===== src/rtl/voice_mix_scheduler.sv =====
// Per-sample voice sequencer: walks enabled voice slots through the shared
// oscillator engine via req/ack and accumulates one mixed sample per frame.
module voice_mix_scheduler #(
  parameter int NUM_VOICES = 4,
  parameter int SAMPLE_W   = 8,
  localparam int VW = $clog2(NUM_VOICES),
  localparam int MW = SAMPLE_W + VW
) (
  input  logic                  clk,
  input  logic                  nRst,
  input  logic                  sample_now,
  input  logic [NUM_VOICES-1:0] voice_en,
  output logic                  osc_req,
  output logic [VW-1:0]         osc_voice,
  input  logic                  osc_ack,
  input  logic [SAMPLE_W-1:0]   osc_data,
  output logic [MW-1:0]         mix_out,
  output logic                  mix_valid,
  output logic                  busy,
  output logic                  overrun
);

  typedef enum logic [1:0] {
    IDLE = 2'd0,
    RUN  = 2'd1,
    DONE = 2'd2
  } state_t;

  state_t                  state_r, state_next_s;
  logic [VW-1:0]           idx_r, idx_next_s;
  logic [NUM_VOICES-1:0]   en_snap_r, en_snap_next_s;
  logic [MW-1:0]           acc_r, acc_next_s;
  logic [MW-1:0]           mix_out_r, mix_out_next_s;
  logic                    overrun_r;
  logic                    slot_en_s;
  logic [MW-1:0]           add_s;
  logic [MW-1:0]           sum_s;

  // Next-state, slot accumulation and frame-result logic
  always_comb begin
    state_next_s   = state_r;
    idx_next_s     = idx_r;
    en_snap_next_s = en_snap_r;
    acc_next_s     = acc_r;
    mix_out_next_s = mix_out_r;
    slot_en_s      = en_snap_r[idx_r];
    // Disabled slots contribute nothing, whatever osc_ack/osc_data show
    add_s          = slot_en_s ? {{VW{1'b0}}, osc_data} : {MW{1'b0}};
    sum_s          = acc_r + add_s;
    case (state_r)
      IDLE: begin
        if (sample_now) begin
          en_snap_next_s = voice_en;
          acc_next_s     = {MW{1'b0}};
          idx_next_s     = {VW{1'b0}};
          state_next_s   = RUN;
        end else begin
          state_next_s   = IDLE;
        end
      end
      RUN: begin
        if (!slot_en_s || osc_ack) begin
          acc_next_s = sum_s;
          // Power-of-two slot count: index wraps back to 0 after the last slot
          idx_next_s = idx_r + VW'(1);
          if (idx_r == VW'(NUM_VOICES - 1)) begin
            mix_out_next_s = sum_s;
            state_next_s   = DONE;
          end else begin
            state_next_s   = RUN;
          end
        end else begin
          state_next_s = RUN;
        end
      end
      DONE:    state_next_s = IDLE;
      default: state_next_s = IDLE;
    endcase
  end

  // Frame state registers
  always_ff @(posedge clk or negedge nRst) begin
    if (!nRst) begin
      state_r   <= IDLE;
      idx_r     <= {VW{1'b0}};
      en_snap_r <= {NUM_VOICES{1'b0}};
      acc_r     <= {MW{1'b0}};
      mix_out_r <= {MW{1'b0}};
      overrun_r <= 1'b0;
    end else begin
      state_r   <= state_next_s;
      idx_r     <= idx_next_s;
      en_snap_r <= en_snap_next_s;
      acc_r     <= acc_next_s;
      mix_out_r <= mix_out_next_s;
      overrun_r <= sample_now && (state_r != IDLE);
    end
  end

  // Request is derived from registered state so reset drops it immediately
  assign osc_req   = (state_r == RUN) && en_snap_r[idx_r];
  assign osc_voice = idx_r;
  assign mix_out   = mix_out_r;
  assign mix_valid = (state_r == DONE);
  assign busy      = (state_r != IDLE);
  assign overrun   = overrun_r;

endmodule


===== config.mk =====
export PLATFORM = sky130hd
export DESIGN_NAME = voice_mix_scheduler
export DESIGN_NICKNAME = d
export VERILOG_FILES = /design/src/rtl/voice_mix_scheduler.sv
export SDC_FILE = /design/constraint.sdc
export NUM_CORES = 1
export LEC_CHECK = 0
export ABC_AREA = 1
export CORE_ASPECT_RATIO = 0.75
export CORE_MARGIN = 2
export CORE_UTILIZATION = 52
export DETAILED_ROUTE_END_ITERATION = 6
export PLACE_DENSITY = 0.77
export SLEW_MARGIN = 15
export SYNTH_ARGS = -nofsm -noshare
export SYNTH_HDL_FRONTEND = slang
export SYNTH_SLANG_ARGS = --single-unit

===== constraint.sdc =====
create_clock -name clk -period 3 [get_ports clk]
set_clock_uncertainty 0.1 [all_clocks]
set_input_delay 0.6 -clock clk [delete_from_list [all_inputs] [get_ports clk]]
set_output_delay 0.6 -clock clk [all_outputs]
set_load 0.02 [all_outputs]

==> impl_results.md <==
- Crit path kind: flip-flop to output port
- Startpoint Class: flip-flop
- Design Power: 2.35 mW
- Post-CTS Resized: 0
- Max VDD drop: around 0.00054 V
- Achievable Freq: 383 MHz
- Worst Hold Class: flip-flop to flip-flop
- Area grow syn2layout: 26.8%
- Most common cell on crit path: nand2_1
- IO buf count: 31
- Area leader, netlist: dfrtp_1
- Die Ht: 53.8 um
- Sink Count: 29
- Post-synthesis sequential area ratio: about 42%
- Fin. Hold Viols: 0
- Worst r2r dst: acc_r[8]$_DFFE_PN0P_
- Main synth FF type: dfrtp_1
- Synth Cell Area: 0.00172 mm^2
- Worst R2R Setup Slack: 0.54 ns
- Routed Antenna Nets: 0
- DRT Pass-1 Iters: 4
- Minimum clock period: approximately 2.6 ns
- Number of remaining DRC errors: 0
- Final Max Slew Viols: 0
- Largest net degree at the start of global routing: 30
- Status: finished, final reports clean
- Fin Hold WS: 0.378 ns
- Endpoints failing setup: 0
- MaxCap Viol Count: 0
- Top delay family on crit path: buffers and inverters
- Worst path max stage delay: roughly 0.61 ns
- Clock root buffer: clkbuf_8
- Synth Instances: approximately 240
- Critical path endpoint category: output port
- Die W: 70.4 um
- Hold path endpoint: mix_out[7]$_DFFE_PN0P_
- Critical Path Fanout Max: 7
- Worst r2r src: osc_voice[0]$_DFFE_PN0P_
- Synth cell types: 23
- Worst path buffer plus inverter count: 3
- Top cell type's share of synthesized area: 42.2%
- Htree depth: 2
- Cell count of the worst reg-to-reg path: 14
- Yosys warns: 0
- Iteration-0 DRC Markers: 130
- First-pass GRT wire length: 6590 um
- Clk_lat worst skew: 0.28 ns
- CTS Buf Count: 5
- Core Rows: 18
- Clock transition at path regs: 0.06 ns
- Initial Util: 53.4%
- Slowest stage cell, crit path: clkdlybuf4s50_1
- #FFs+latches synth: 29
- Final worst-path cycle share: 87.0%
- Clk buf depth: 2
- Worst-margin pin slew: about 0.38 ns
- Sum Neg Setup Slack: 0 ns
- Syn_area_per_cell: ~7.3 um^2
- Initial antenna violation count: 0
- RSZ-0062 raised after global routing: no
- Layout Nets: 301
- Top-count cell post-synth: nand2_1
- DP HPWL: approximately 2900 um
- Share of layout cells above drive strength 1: 9.78%
- Antenna Cells: 0
- Vias in the first global route: 1455
- Worst slew margin: 74.1%
- CTS tree: done
- GRT Util Overall: 22.9%
- Dpl cell area: about 0.0021 mm^2
- Post-synth EDFFs: 0
- Crit-path cells: inv_2 -> nand2_1 -> nand3_2 -> nand2_1 -> buf_4 -> nor2_1 -> clkdlybuf4s50_1
- Critical Path RT: 2.30 ns
- Post-route cell area: 0.00218 mm^2
- Core area: 0.00322 mm^2
- Placer Congestion: 0.874
- Syn Nets: 262
- HP Start: mix_out[7]$_DFFE_PN0P_
- # hold bufs at CTS: 0
- Routed wire length: 3820 um
- Via count: 1518
- Power Dens Cells: 1080 mW/mm^2
- WHS Path Cells: 2
- Synth cell count leaders: nand2_1, dfrtp_1, inv_1, nor2_1, nand3_1
- Grt total ovfl: 0
- Top Ports: 32
- Vias per std cell: 4.80
- WL/cell: 12.1 um
- WP data arrival: 1.91 ns
- Die Area: approximately 0.0038 mm^2
- Leakage power: 1.20 nW
- Post-CTS setup buffers: 0
- Post-synthesis async set-or-reset flop share: 100%
- Top cells by area, synth: dfrtp_1, nand2_1, ha_1
## cells by family after synthesis
| group | Yosys count | synth area share (%) |
|---|---|---|
| compound gates | 17 | 5.67 |
| xor+xnor | 1 | 0.509 |
| fa+ha+maj | 10 | 7.71 |
| buf+inv | 32 | 7.71 |
| flops | 29 | 42.2 |
| simple gates | 147 | 36.2 |
## worst max-delay path by stage
stage / start / endpoint / slack (ns) / cells past startpoint
2_1_floorplan: osc_voice[0]$_DFFE_PN0P_ / mix_out[6]$_DFFE_PN0P_ / 0.62 / 14
3_3_place_gp: osc_data[0] / mix_out[8]$_DFFE_PN0P_ / 0.27 / 12
3_5_place_dp: osc_data[0] / mix_out[8]$_DFFE_PN0P_ / 0.16 / 12
4_1_cts: osc_voice[0]$_DFFE_PN0P_ / osc_req / 0.38 / 7
5_1_grt: osc_data[0] / mix_out[8]$_DFFE_PN0P_ / 0.22 / 12
6_report: osc_voice[0]$_DFFE_PN0P_ / osc_req / 0.39 / 7
## worst min-delay path: stages, from the launching register on
cell and delay [ns]:
dfrtp_1 0.34, nand2_1 0.05, nand2_1 0.06
## metrics by stage
step	utilization [%]	worst slack, ns	cells
after detailed placement	64.7	0.159	308
after global routing	67.7	0.218	316
after CTS	67.7	0.382	316
after floorplan	-	0.624	236
final	67.7	0.390	316
after global placement	64.7	0.267	308
## state kept, by name, summed over array words and instances, names as in the netlist
| register | cells |
|---|---|
| overrun | 1 |
| acc_r | 10 |
| state_r | 2 |
| mix_out | 10 |
| en_snap_r | 4 |
| osc_voice | 2 |
## area by class of cell
cell class | instances | area, um^2
multi-input cells | 175 | 862
well taps | 40 | 50.0
clock buffers | 6 | 82.6
repair buffers | 33 | 325
clock inverters | 2 | 13.8
fillers | 296 | 1040
inverters | 31 | 121
flip-flops and latches | 29 | 726
## cells in the final DEF, fill, tap and decap left out, types with 4 or more instances in the layout
cell,instances
nand2_1,100
clkdlybuf4s50_1,31
dfrtp_1,29
inv_1,26
nor2_1,23
nand3_1,12
ha_1,9
o21ai_0,7
clkbuf_8,6
a21oi_1,5
nand2_2,4
## layer usage
metal | up-vias | track usage [%] | wire length (um)
li1 | 809 | - | -
met1 | 662 | 33.9 | 2040
met2 | 43 | 34.7 | 1480
met3 | 4 | 5.81 | 277
met4 | 0 | 3.85 | 23
met5 | - | 0 | 0
## power breakdown
part | total (mW) | leakage [nW] | internal [mW] | switching, mW
Clock | 0.337 | 0.0512 | 0.185 | 0.152
Sequential | 0.652 | 0.374 | 0.550 | 0.102
Combinational | 1.36 | 0.773 | 0.506 | 0.858
Total | 2.35 | 1.20 | 1.24 | 1.11
Power figures use the tool's default switching activity.
